==> src/rtl/framing_pkg.sv <==
// Shared framing-library types: arbiter FSM states and header-byte builder.
package framing_pkg;

  typedef enum logic [1:0] {
    IDLE   = 2'd0,
    HEADER = 2'd1,
    DATA   = 2'd2
  } arb_state_t;

  // The header byte is the raw source index. Escaping is left to the framer.
  function automatic logic [7:0] header_byte(input logic [7:0] src_idx);
    return src_idx;
  endfunction

endpackage

==> src/rtl/rr_arbiter.sv <==
// Combinational round-robin arbiter: the first requester after last_grant wins.
module rr_arbiter #(
  parameter  int NUM_REQ = 4,
  localparam int IDX_W   = (NUM_REQ > 1) ? $clog2(NUM_REQ) : 1
) (
  input  logic [NUM_REQ-1:0] req,
  input  logic [IDX_W-1:0]   last_grant,
  output logic [NUM_REQ-1:0] grant_onehot,
  output logic [IDX_W-1:0]   grant_idx,
  output logic               grant_vld
);

  // Scan last_grant+1, last_grant+2, ... with wrap; stop at the first request
  always_comb begin
    int cand;
    cand         = 0;
    grant_onehot = '0;
    grant_idx    = '0;
    grant_vld    = 1'b0;
    for (int off = 1; off <= NUM_REQ; off++) begin
      cand = (int'(last_grant) + off) % NUM_REQ;
      if (!grant_vld && req[IDX_W'(cand)]) begin
        grant_vld                  = 1'b1;
        grant_idx                  = IDX_W'(cand);
        grant_onehot[IDX_W'(cand)] = 1'b1;
      end
    end
  end

endmodule

==> src/rtl/packet_arbiter.sv <==
// Packet-granular round-robin mux of NUM_TARGETS byte streams onto one
// AXI4-Stream link, with an optional source-ID header byte per packet.
module packet_arbiter
  import framing_pkg::*;
#(
  parameter  int NUM_TARGETS = 4,
  parameter  bit INSERT_ID   = 1'b1,
  localparam int ID_WIDTH    = $clog2(NUM_TARGETS)
) (
  input  logic                     aclk,
  input  logic                     aresetn,
  input  logic [NUM_TARGETS-1:0]   target_tvalid,
  output logic [NUM_TARGETS-1:0]   target_tready,
  input  logic [8*NUM_TARGETS-1:0] target_tdata,
  input  logic [NUM_TARGETS-1:0]   target_tlast,
  output logic                     initiator_tvalid,
  input  logic                     initiator_tready,
  output logic [7:0]               initiator_tdata,
  output logic                     initiator_tlast,
  output logic [ID_WIDTH-1:0]      initiator_tid
);

  arb_state_t               state;
  logic [ID_WIDTH-1:0]      grant;
  logic [NUM_TARGETS-1:0]   grant_oh;
  logic [ID_WIDTH-1:0]      last_grant;

  logic [NUM_TARGETS-1:0]   arb_oh;
  logic [ID_WIDTH-1:0]      arb_idx;
  logic                     arb_vld;

  logic                     load_en;
  logic                     vld_p0;
  logic                     last_p0;
  logic [7:0]               data_p0;

  rr_arbiter #(
    .NUM_REQ (NUM_TARGETS)
  ) u_rr_arbiter (
    .req          (target_tvalid),
    .last_grant   (last_grant),
    .grant_onehot (arb_oh),
    .grant_idx    (arb_idx),
    .grant_vld    (arb_vld)
  );

  // Output register may take a new beat when empty or being drained
  assign load_en = !initiator_tvalid || initiator_tready;

  // Only the granted source sees ready, and only while streaming its payload
  always_comb begin
    target_tready = '0;
    if (state == DATA && load_en) begin
      target_tready = grant_oh;
    end
  end

  // p0: select the granted source's beat (AND-OR mux on the one-hot grant)
  always_comb begin
    vld_p0  = |(target_tvalid & grant_oh);
    last_p0 = |(target_tlast & grant_oh);
    data_p0 = '0;
    for (int i = 0; i < NUM_TARGETS; i++) begin
      data_p0 = data_p0 | (target_tdata[8*i +: 8] & {8{grant_oh[i]}});
    end
  end

  // p1: arbitration FSM and the registered output stage
  always_ff @(posedge aclk or negedge aresetn) begin
    if (!aresetn) begin
      state            <= IDLE;
      last_grant       <= ID_WIDTH'(NUM_TARGETS - 1);
      grant            <= '0;
      grant_oh         <= '0;
      initiator_tvalid <= 1'b0;
      initiator_tdata  <= '0;
      initiator_tlast  <= 1'b0;
      initiator_tid    <= '0;
    end else begin
      if (load_en) begin
        initiator_tvalid <= 1'b0;
      end
      case (state)
        IDLE: begin
          if (arb_vld) begin
            grant    <= arb_idx;
            grant_oh <= arb_oh;
            state    <= INSERT_ID ? HEADER : DATA;
          end
        end
        HEADER: begin
          if (load_en) begin
            initiator_tdata  <= header_byte(8'(grant));
            initiator_tlast  <= 1'b0;
            initiator_tid    <= grant;
            initiator_tvalid <= 1'b1;
            state            <= DATA;
          end
        end
        DATA: begin
          // Grant stays locked here until the granted source sends tlast
          if (vld_p0 && load_en) begin
            initiator_tdata  <= data_p0;
            initiator_tlast  <= last_p0;
            initiator_tid    <= grant;
            initiator_tvalid <= 1'b1;
            if (last_p0) begin
              last_grant <= grant;
              state      <= IDLE;
            end
          end
        end
        default: state <= IDLE;
      endcase
    end
  end

endmodule

==> config.mk <==
export PLATFORM = sky130hd
export DESIGN_NAME = packet_arbiter
export DESIGN_NICKNAME = d
export VERILOG_FILES = /design/src/rtl/framing_pkg.sv /design/src/rtl/rr_arbiter.sv /design/src/rtl/packet_arbiter.sv
export SDC_FILE = /design/constraint.sdc
export NUM_CORES = 1
export LEC_CHECK = 0
export ABC_AREA = 1
export CORE_MARGIN = 2
export CORE_UTILIZATION = 47
export CTS_BUF_LIST = sky130_fd_sc_hd__clkbuf_2 sky130_fd_sc_hd__clkbuf_4 sky130_fd_sc_hd__clkbuf_8
export CTS_CLUSTER_DIAMETER = 120
export DETAILED_ROUTE_END_ITERATION = 16
export PLACE_DENSITY = 0.81
export SLEW_MARGIN = 30
export SYNTH_ARGS = -nofsm -noshare
export SYNTH_HDL_FRONTEND = slang
export SYNTH_SLANG_ARGS = --single-unit
==> constraint.sdc <==
create_clock -name aclk -period 2.2 [get_ports aclk]
set_clock_uncertainty 0.05 [all_clocks]
set_input_delay 0.44 -clock aclk [delete_from_list [all_inputs] [get_ports aclk]]
set_output_delay 0.44 -clock aclk [all_outputs]
set_load 0.01 [all_outputs]
-- Yosys cells after proc, flatten, opt, wreduce, memory -nomap -nowiden
Index checks and enable logic that the tools add are counted.
- register bits: 22
- bits of input ports: 43
- output and inout port bits: 16
- word-level logic and storage cells: 111
- add/sub/neg operators: 4
- order comparisons: 8
- eq/ne operators: 6
- multiplexer cells: 51
- bitwise operators: 12
- reduce and logical (&&, ||, !) cells: 22
- operator list (kind ; count):
    $and 8x8->8 ; 4
    $or 8x8->8 ; 3
    $mux 1 ; 21
    $mux 2 ; 10
    $mux 4 ; 5
    $lt 2x4->1 const B ; 4
    $mux 8 ; 2
    $pmux 8 s2 ; 1
    $or 4x4->4 ; 3
    $logic_and 1x1->1 ; 9
    $and 4x4->4 ; 2
    $bmux 1 s2 ; 4
    $demux 1 s2 ; 4
    $ge 2x1->1 const B ; 4
    $reduce_or 4->1 ; 2
    $ne 2x2->1 const B ; 3
    $pmux 2 s3 ; 1
    $reduce_and 3->1 ; 2
    $add 2x1->2 const B ; 2
    $add 2x2->2 const B ; 2
    $logic_not 1->1 ; 4
    $pmux 1 s2 ; 2
    $pmux 2 s2 ; 1
    $reduce_and 4->1 ; 1
    other kinds (7) ; 7

-- Logic depth before layout (Yosys ltp)
Gate-level depths: netlist of run 1.
- word-level depth: 16
- depth in mapped cells: 13
- depth with buffers taken out: 12

-- Cells and area by module
Synthesis of run 1 repeated with hierarchy kept, for this count alone.
- cells, all modules: 271
- area total of the unflattened synthesis: 1923.1 um^2
- by module, submodules not included (module ; times used ; cells each ; area an instance (um^2) ; seq. area each (um^2)):
    packet_arbiter ; 1 ; 186 ; 1338.8 ; 553.0
    rr_arbiter ; 1 ; 85 ; 584.3 ; 0.0

-- Worst setup path before layout of run 1
No wires, ideal clock.
- path type: register -> register
- from: register last_grant[1]
- to: register state[1]
- arrival time: 1.868 ns
- required time: 2.034 ns
- slack: 0.165 ns
- stages on the path, launching flop included: 13
- path buffers: 1
- path through: dfstp_2 buf_2 inv_1 ha_1 inv_1 nand3_2 nand2_2 nor2_4 nand3_2 nand2_1 nand2_1 nand2_1 nand2_1
- longest elaborated chain between the ends: 16
- elaborated cells between the ends (all ways): 28
- ends and longest elaborated chain (what ; RTL line ; RTL):
    from (decl) ; packet_arbiter.sv:26 ; logic [ID_WIDTH-1:0] last_grant;
    from (signal assigned) ; packet_arbiter.sv:72 ; last_grant <= ID_WIDTH'(NUM_TARGETS - 1);
    from (signal assigned) ; packet_arbiter.sv:108 ; last_grant <= grant;
    $add 2x1->2 ; rr_arbiter.sv:21 ; cand = (int'(last_grant) + off) % NUM_REQ;
    $bmux 1 s2 ; rr_arbiter.sv:22 ; if (!grant_vld && req[IDX_W'(cand)]) begin
    $mux 1 (implied by the code) (2 in a row) ; rr_arbiter.sv:22 ;
    $mux 1 ; rr_arbiter.sv:22 ;
    $logic_not 1->1 ; rr_arbiter.sv:22 ;
    $logic_and 1x1->1 ; rr_arbiter.sv:22 ;
    $mux 1 ; rr_arbiter.sv:22 ;
    $logic_not 1->1 ; rr_arbiter.sv:22 ;
    $logic_and 1x1->1 ; rr_arbiter.sv:22 ;
    $mux 1 ; rr_arbiter.sv:22 ;
    $logic_not 1->1 ; rr_arbiter.sv:22 ;
    $logic_and 1x1->1 ; rr_arbiter.sv:22 ;
    $mux 1 * ; rr_arbiter.sv:22 ;
    $ne 2x2->1 (no source line) * ; - ;
    $reduce_and 4->1 (no source line) * ; - ;
    to (signal assigned) ; packet_arbiter.sv:88 ; state <= INSERT_ID ? HEADER : DATA;
    to (decl) ; packet_arbiter.sv:23 ; arb_state_t state;
Every way passes the cells marked *; elsewhere a longest branch is shown, timed or not. The select of a mux whose other input is x is not followed.
A chain may end at the register's enable or synchronous reset.

-- Worst setup path after layout of run 1
- from: register last_grant[0]
- to: register grant_oh[3]
- longest elaborated chain between the ends: 15
- elaborated cells between the ends (all ways): 54
- ends and longest elaborated chain (what ; RTL line ; RTL):
    branches (longest 15 deep; another with $lt 2x4->1) ; - ;
    to (signal assigned) ; packet_arbiter.sv:87 ; grant_oh <= arb_oh;
    to (decl) ; packet_arbiter.sv:25 ; logic [NUM_TARGETS-1:0] grant_oh;
Parallel ways; which one is timed is not known. The select of a mux whose other input is x is not followed.

==> reports/metrics.yaml, run 1 <==
status:
  status: "finished, final reports clean"
worst_setup_path:
  path_cells: "inv_2, ha_1, inv_1, nand3_2, nand2_2, nor2_4, buf_4, nand3_1, nand3_1, nand2_1, nand2_1"
  critPathMaxFanout: 9
  worstPathArrival_ns: 2.20
  r2r-end: "grant_oh[3]"
  endpoint_kind: "flop"
  cp-start-kind: "flop"
  critPathBufInv: 3
  r2r-start: "last_grant[0]"
  crit_family: "simple AND/OR/NAND/NOR gates"
  slowest_stage: "dfstp_2"
  worstPathRequired_ns: 2.37
  reg2reg_slack_ns: 0.16
  ff2ff_path_depth: 11
  cpPeakStageDelay_ns: 0.56
  crit_type: "reg -> reg"
logic_synthesis:
  synth.area.top_cells: "dfrtp_1 30%, nand2_1 20%, ha_1 8.2%, inv_1 6.2%, nand3_1 5.0%"
  synth_xor_area_share_pct: 0
  syn_avg_cell_area_sq_um: 6.83
  yosys_warnings: 0
  synth-seq-area-share_pct: 32.8
  yosysTopAreaCell: "dfrtp_1"
  async_flop_share_pct: 100
  synth_cell_types: 27
  synth-edff-count: 0
  synth-simple-area-share_pct: 35.2
  synth-compound-area-share_pct: 14.7
  synth_top_area_share_pct: 29.7
  synth_nets: 301
  syn_area_sq_mm: 0.00169
  synth_top_family_by_area: "simple AND/OR/NAND/NOR gates"
  syn-instance-count: 247
  ys_ff_latch: 22
  muxShareOfSynthArea_pct: 0
  synth_top_cells_by_count: "91 x nand2_1, 28 x inv_1, 20 x dfrtp_1, 17 x nand3_1, 15 x o21ai_0"
  synthAdderAreaFrac_pct: 8.16
  yosysMostFrequentCell: "nand2_1"
  synth_flop_cell: "dfrtp_1"
floorplanning:
  die_h_um: 63.9
  core_sq_mm: 0.00339
  num_rows: 21
  die_area_sq_mm: 0.00408
  boundaryPins: 59
  initial_core_util_pct: 49.8
  die_w_um: 63.9
detailed_routing:
  drt-vias-per-instance: 5.05
  drt_wl_total_mm: 4.58
  routedLengthMet1_mm: 1.93
  ant_nets: 0
  num_vias: 1812
  wl_met3_um: 150
  dr.max_layer_used: "met4"
  dr.pass1.iters: 4
  wl_per_cell_um: 12.7
  drc: 0
  drt_iter0_markers: 79
  dr_wl_met2_mm: 2.37
power:
  p_switching_uw: 1350
  peakVddDrop_mv: 0.508
  pwr-share-comb_pct: 65.5
  power_frac_seq_pct: 23.6
  p_leak_uw: 0.00120
  powerDensity_mw_per_mm2: 1190
  power.internal_uw: 1520
  p_clk_share_pct: 10.9
  swShare_pct: 47.1
clock_tree:
  clock_path_buffers: 2
  clk-insertion-delay-late_ns: 0.31
  cts_tree: "done"
  post_cts_buffers: 0
  htreeDepth: 1
  cts.reportedPaths.clkPinSlew_ns: 0.13
  cts_made_buffers: 3
  cts_root_buf: "clkbuf_4"
  clock-sinks: 22
placement:
  routabilityCongestion: 1.00
  dp_hpwl_mm: 3.74
  dp_slack_ns: -0.159
  io_buffers: 58
timing:
  hold_viol: 0
  setup_viol: 0
  timing.fmax_mhz: 491
  period_minus_slack_ns: 2.04
  worst_slew_pin_slew_ns: 0.732
  relSlewSlack_pct: 50.7
  slew_violations: 0
  rsz0062_at_grt: "no"
  fin_crit_sh_pct: 92.7
  whs_ns: 0.415
  setup_ws_ns: 0.162
grt:
  antenna_found_initial: 0
  grt_pass1_wl_mm: 7.96
  grt_pass1_vias: 1768
  grt_overflow_total: 0
  grt_max_degree: 23
  grtUsageTotal_pct: 24.6
final_layout:
  drive_gt1_share_pct: 11.2
  nets: 368
  syn_to_final_growth_pct: 42.7
  fillerInstances: 301
  n_antenna_cell: 0
worst_hold_path:
  worstHoldPathType: "in -> async"
job:
  max_cap_viol_count: 0
-- layout make-up --
cell class                      instances  area (sq um)  area share, %
Tap cell                               46          57.6           2.39
Inverter                               31           119           4.94
Timing Repair Buffer                   69           643           26.7
Clock inverter                          1          30.0           1.25
Clock buffer                            3          22.5          0.936
Multi-Input combinational cell        187           981           40.8
Sequential cell                        22           553           23.0
-- power groups by stage --
stage | registers [uW] | clock network [uW] | logic [uW]
after floorplan | 708 | 0 | 1230
after global placement | 681 | 0 | 1830
after detailed placement | 682 | 0 | 1870
after CTS | 674 | 315 | 1880
after global routing | 701 | 336 | 2140
final | 676 | 312 | 1880
-- worst max path at each step --
stage / cells after the start / endpoint / slack (ns) / from
global route: 11 / grant_oh[2] / 0.02 / last_grant[0]
finish: 11 / grant_oh[3] / 0.16 / last_grant[0]
CTS: 7 / target_tready[2] / 0.03 / state[0]
global placement: 6 / target_tready[3] / -0.14 / initiator_tready
floorplan: 12 / state[1] / 0.17 / last_grant[1]
detailed placement: 6 / target_tready[2] / -0.16 / initiator_tready
-- flip-flops by register name, indices dropped and copies added, names as in the netlist --
| register | flops |
|---|---|
| initiator_tid | 2 |
| state | 2 |
| grant | 2 |
| grant_oh | 4 |
| initiator_tvalid | 1 |
| initiator_tdata | 8 |
| last_grant | 2 |
| initiator_tlast | 1 |
-- routing by layer --
metal / track usage [%] / vias up
met5: 0 / -
met4: 9.51 / 0
met3: 2.46 / 12
met2: 44.1 / 49
met1: 30.1 / 822
li1: - / 929
-- per-stage QoR --
step | setup TNS, ns | cell area, sq um | total power (uW) | instances | util, %
global placement | -0.540 | 2370 | 2510 | 355 | 70.0
global route | 0 | 2410 | 3170 | 359 | 71.0
floorplan | 0 | 1690 | 1940 | 247 | -
CTS | 0 | 2420 | 2870 | 359 | 71.4
finish | 0 | 2410 | 2870 | 359 | 71.0
detailed placement | -0.614 | 2370 | 2550 | 355 | 70.0
-- what timing repair did --
action / in CTS / in global routing
gates resized for setup: 5 / 8
hold buffers: 0 / 0
setup endpoints to repair: 4 / 4
-- cell families after synthesis --
kind of cell / count (synthesis)
buffers and inverters: 38
AOI/OAI and AO/OA: 39
and+or+nand+nor: 137
adders and majority gates: 11
DFF: 22
-- placed cells by master (no fill, tap or decap) --
cell              n
nor2_2            2
o21bai_1          1
inv_1            28
a221oi_1          6
clkbuf_4          3
o21ai_0          15
a22o_1            4
nand3_1          17
bufinv_16         1
a21boi_0          3
dfrtp_1          20
a21oi_1           7
dfstp_2           2
nand4_1           6
nor2_1           12
inv_2             2
nor2_4            1
nand2_4           1
clkbuf_2          4
o21a_1            1
a21boi_1          1
ha_1             11
buf_4            11
clkdlybuf4s50_1  54
inv_4             1
nand2_1          91
nand2_2           5
o21ai_1           1
nand3_2           2
Note: power is estimated with default switching activity, not from simulation.
==> inputs of run 2 (changes only) <==
CORE_ASPECT_RATIO = 0.8   (was not set)
clock period = 1.99 ns   (was 2.2 ns; I/O delays follow)
==> reports/metrics.yaml, run 2 (same netlist as run 1, synthesis figures left out) <==
worst_setup_path:
  cp-start-kind: "flop"
  worstPathRequired_ns: 2.11
  critPathBufInv: 6
  cp.depth: 13
  cpPeakStageDelay_ns: 0.39
  worstPathArrival_ns: 2.05
  endpoint_kind: "flop"
  r2r-start: "state[1]"
  crit_type: "reg -> reg"
  path_cells: "buf_4, inv_1, ha_2, nor2_2, inv_1, nand2_1, nand2_2, nor2_4, clkinvlp_4, buf_4, buf_4, nand2_1, nand2_1"
  crit_family: "buffers and inverters"
  ff2ff_path_depth: 13
  slowest_stage: "dfrtp_1"
  critPathMaxFanout: 3
  startpoint: "state[1]"
final_layout:
  top_regs: "initiator_tdata (8), grant_oh (4)"
  fillerInstances: 269
  regArea_sq_um: 553
  largest_reg_flops: 8
  n_antenna_cell: 0
  utilization_pct: 77.1
  final_common_cell: "nand2_1"
  final_cell_mix: "90 x nand2_1, 54 x clkdlybuf4s50_1, 29 x buf_4, 23 x inv_1, 20 x dfrtp_1"
  drive_gt1_share_pct: 19.3
  syn_to_final_growth_pct: 56.5
  top_register: "initiator_tdata"
  multiInputGateArea_sq_mm: 0.00103
  nets: 387
grt:
  grtUsageTotal_pct: 26.1
  grt_max_degree: 23
  grt_pass1_vias: 1833
  grt_pass1_wl_mm: 8.37
  antenna_found_initial: 0
  grt_overflow_total: 0
floorplanning:
  die_area_sq_mm: 0.00409
  core_sq_mm: 0.00342
  initial_core_util_pct: 49.3
  die_h_um: 57.6
  die_w_um: 71.0
  boundaryPins: 59
  num_rows: 19
detailed_routing:
  drt_iter0_markers: 137
  dr.pass1.iters: 5
  drc: 0
  num_vias: 1937
  ant_nets: 0
  wl_per_cell_um: 14.3
  drt-vias-per-instance: 5.18
  drt_wl_total_mm: 5.35
clock_tree:
  cts_root_buf: "clkbuf_8"
  cts_hold_buf: 0
  clk-insertion-delay-late_ns: 0.27
  htreeDepth: 1
  clock-sinks: 22
  cts_made_buffers: 3
  cts.reportedPaths.clkPinSlew_ns: 0.08
  cts_tree: "done"
  clock_path_buffers: 2
timing:
  timing.fmax_mhz: 517
  worst_slew_pin_slew_ns: 0.794
  whs_ns: 0.434
  setup_viol: 0
  slew_violations: 0
  relSlewSlack_pct: 46.5
  fin_crit_sh_pct: 97.3
  hold_viol: 0
  period_minus_slack_ns: 1.94
power:
  peakVddDrop_mv: 0.744
  powerDensity_mw_per_mm2: 1430
  p_leak_uw: 0.00129
placement:
  io_buffers: 58
  routabilityCongestion: 0.991
  dp_hpwl_mm: 3.95
status:
  status: "finished, final reports clean"
job:
  max_cap_viol_count: 0
worst_hold_path:
  worstHoldPathType: "in -> async"
==> run 2: report_power, final <==
part | total (uW) | switching (uW) | internal, uW
Clock | 419 | 150 | 269
Combinational | 2610 | 1450 | 1160
Sequential | 758 | 124 | 634
Total | 3790 | 1720 | 2060
==> run 2: per-stage QoR <==
step           cell area, sq um  instances  power [uW]  setup slack [ns]  TNS, ns
2_1_floorplan              1690        247        2150           0.00201        0
3_5_place_dp               2460        363        3030            -0.322    -1.82
3_3_place_gp               2460        363        2980            -0.280    -1.62
5_1_grt                    2640        374        4070           -0.0373  -0.0847
6_report                   2640        374        3790            0.0547        0
4_1_cts                    2540        367        3480          0.000884        0
==> run 2: per-layer routing <==
layer / global-route usage (%) / vias up / wire length [um]
met1: 35.5 / 891 / 2330
met3: 3.89 / 8 / 260
li1: - / 971 / -
met2: 44.5 / 67 / 2690
met5: 0 / - / 0
met4: 5.66 / 0 / 74
==> run 2: layout make-up <==
class	count	area share (%)
Tap cell	42	1.99
Timing Repair Buffer	88	30.6
Clock inverter	1	1.14
Sequential cell	22	21.0
Inverter	31	4.65
Clock buffer	3	1.56
Multi-Input combinational cell	187	39.1
==> run 2: worst paths after layout <==
check | end | slack (ns)
setup / recovery | initiator_tdata[0] | 0.05
hold / removal | state[1] | 0.43
setup reg to reg | initiator_tdata[0] | 0.05
hold reg to reg | initiator_tlast | 0.43
max in group asynchronous | last_grant[0] | 1.18
min in group aclk | initiator_tlast | 0.43
==> run 2: repair_timing <==
item / 4_1_cts / 5_1_grt
pin swaps: 1 / 5
resized for setup: 14 / 12
buffers inserted: 0 / 7
gates cloned: 0 / 0
setup endpoints to repair: 4 / 14
==> inputs of run 3 (changes only) <==
clock period = 2.04 ns   (was 1.99 ns; I/O delays follow)
==> reports/metrics.yaml, run 3 (same netlist as run 1, synthesis figures left out) <==
job:
  max_cap_viol_count: 0
worst_setup_path:
  r2r-end: "grant_oh[2]"
  worstPathArrival_ns: 2.04
  worstPathRequired_ns: 2.14
  ff2ff_path_depth: 11
  endpoint_kind: "flop"
  reg2reg_slack_ns: 0.1
  crit_type: "reg -> reg"
  critPathMaxFanout: 7
  cp-start-kind: "flop"
  r2r-start: "last_grant[1]"
clock_tree:
  cts_tree: "done"
  cts_root_buf: "clkbuf_8"
  clk-insertion-delay-late_ns: 0.27
  htreeDepth: 1
  cts_made_buffers: 3
  clock-sinks: 22
  cts_hold_buf: 0
  cts.reportedPaths.clkPinSlew_ns: 0.09
  clock_path_buffers: 2
final_layout:
  n_antenna_cell: 0
  final_cell_mix: "91 x nand2_1, 54 x clkdlybuf4s50_1, 28 x inv_1, 20 x dfrtp_1, 20 x buf_4"
  syn_to_final_growth_pct: 49.4
  nets: 377
  largest_reg_flops: 8
  top_regs: "initiator_tdata (8), grant_oh (4)"
  fin_cells: 364
  top_register: "initiator_tdata"
  drive_gt1_share_pct: 14.3
  fin_area_sq_mm: 0.00252
  final_common_cell: "nand2_1"
floorplanning:
  die_area_sq_mm: 0.00409
  die_h_um: 57.6
  initial_core_util_pct: 49.3
  boundaryPins: 59
  num_rows: 19
  die_w_um: 71.0
  core_sq_mm: 0.00342
detailed_routing:
  dr.pass1.iters: 4
  num_vias: 1851
  drt-vias-per-instance: 5.09
  wl_per_cell_um: 13.8
  drt_iter0_markers: 98
  drc: 0
  drt_wl_total_mm: 5.01
  ant_nets: 0
grt:
  grtUsageMet1_pct: 34.6
  grtUsageTotal_pct: 25.5
  grt_busiest_layer: "met2"
  use_met3_pct: 3.71
  grt_max_degree: 23
  grtUsageMet2_pct: 45.1
  antenna_found_initial: 0
  grt_pass1_wl_mm: 8.16
  grt_overflow_total: 0
  grt_pass1_vias: 1764
placement:
  post-place-cells: 358
  routabilityCongestion: 0.912
  place_area_sq_mm: 0.00242
  dp_hpwl_mm: 3.91
  io_buffers: 58
status:
  status: "finished, final reports clean"
timing:
  slew_violations: 0
  relSlewSlack_pct: 48.7
  rsz0062_at_grt: "no"
  period_minus_slack_ns: 1.94
  whs_ns: 0.436
  fin_crit_sh_pct: 95.2
  setup_tns_ns: 0
  worst_slew_pin_slew_ns: 0.761
  timing.fmax_mhz: 515
  setup_viol: 0
  hold_viol: 0
power:
  finalPower_uw: 3430
  p_leak_uw: 0.00125
  peakVddDrop_mv: 0.903
  powerDensity_mw_per_mm2: 1360
worst_hold_path:
  worstHoldPathType: "in -> async"
## run 3: cell count changes in the layout (fill, tap and decap cells not counted), sizes merged
cell / change
clkdlybuf4s15: -4
inv: +1
buf: -10
clkinvlp: -1
clkbuf: +4
## run 3: metal layers
metal	vias up	routed length, um
li1	946	-
met1	851	2230
met2	52	2520
met3	2	239
met4	0	17
met5	-	0
## run 3: report_power, final
group	leakage [uW]	switching (uW)	internal [uW]
combinational	0.000936	1300	971
sequential	0.000280	132	618
clock	0.0000357	147	262
total	0.00125	1580	1850
## run 3: critical path, cell delays in order, from the launching register on
cell,delay (ns)
dfstp_2,0.54
inv_1,0.07
ha_4,0.29
inv_1,0.08
nand3_2,0.09
nand2_4,0.07
nor2_4,0.21
nand3_4,0.11
nand2_4,0.12
inv_4,0.06
nand2_1,0.07
nand2_1,0.06
## run 3: cell type report
| cell class | count | area, sq um |
|---|---|---|
| Clock buffer | 3 | 41.3 |
| Timing Repair Buffer | 78 | 711 |
| Inverter | 31 | 119 |
| Fill cell | 290 | 903 |
| Sequential cell | 22 | 553 |
| Tap cell | 42 | 52.6 |
| Multi-Input combinational cell | 187 | 1010 |
| Clock inverter | 1 | 30.0 |
## run 3: what timing repair did
item	CTS	global route
setup buffers	0	2
gates resized for setup	6	12
gates cloned	0	0
setup endpoints to repair	6	12
pin swaps	2	4
## run 3: worst max path at each step
| stage | start | end | slack (ns) |
|---|---|---|---|
| final | last_grant[1] | grant_oh[2] | 0.1 |
| after CTS | state[0] | target_tready[2] | 0.002 |
| after detailed placement | initiator_tready | target_tready[1] | -0.28 |
| after global placement | initiator_tready | target_tready[2] | -0.26 |
| after floorplan | last_grant[1] | state[1] | 0.005 |
| after global routing | last_grant[1] | grant_oh[1] | 0.007 |
## run 3: through the flow
| stage | util, % | setup WS [ns] |
|---|---|---|
| after floorplan | - | 0.00538 |
| after global routing | 73.6 | 0.00679 |
| final | 73.6 | 0.0974 |
| after CTS | 72.7 | 0.00167 |
| after detailed placement | 70.7 | -0.275 |
| after global placement | 70.7 | -0.264 |
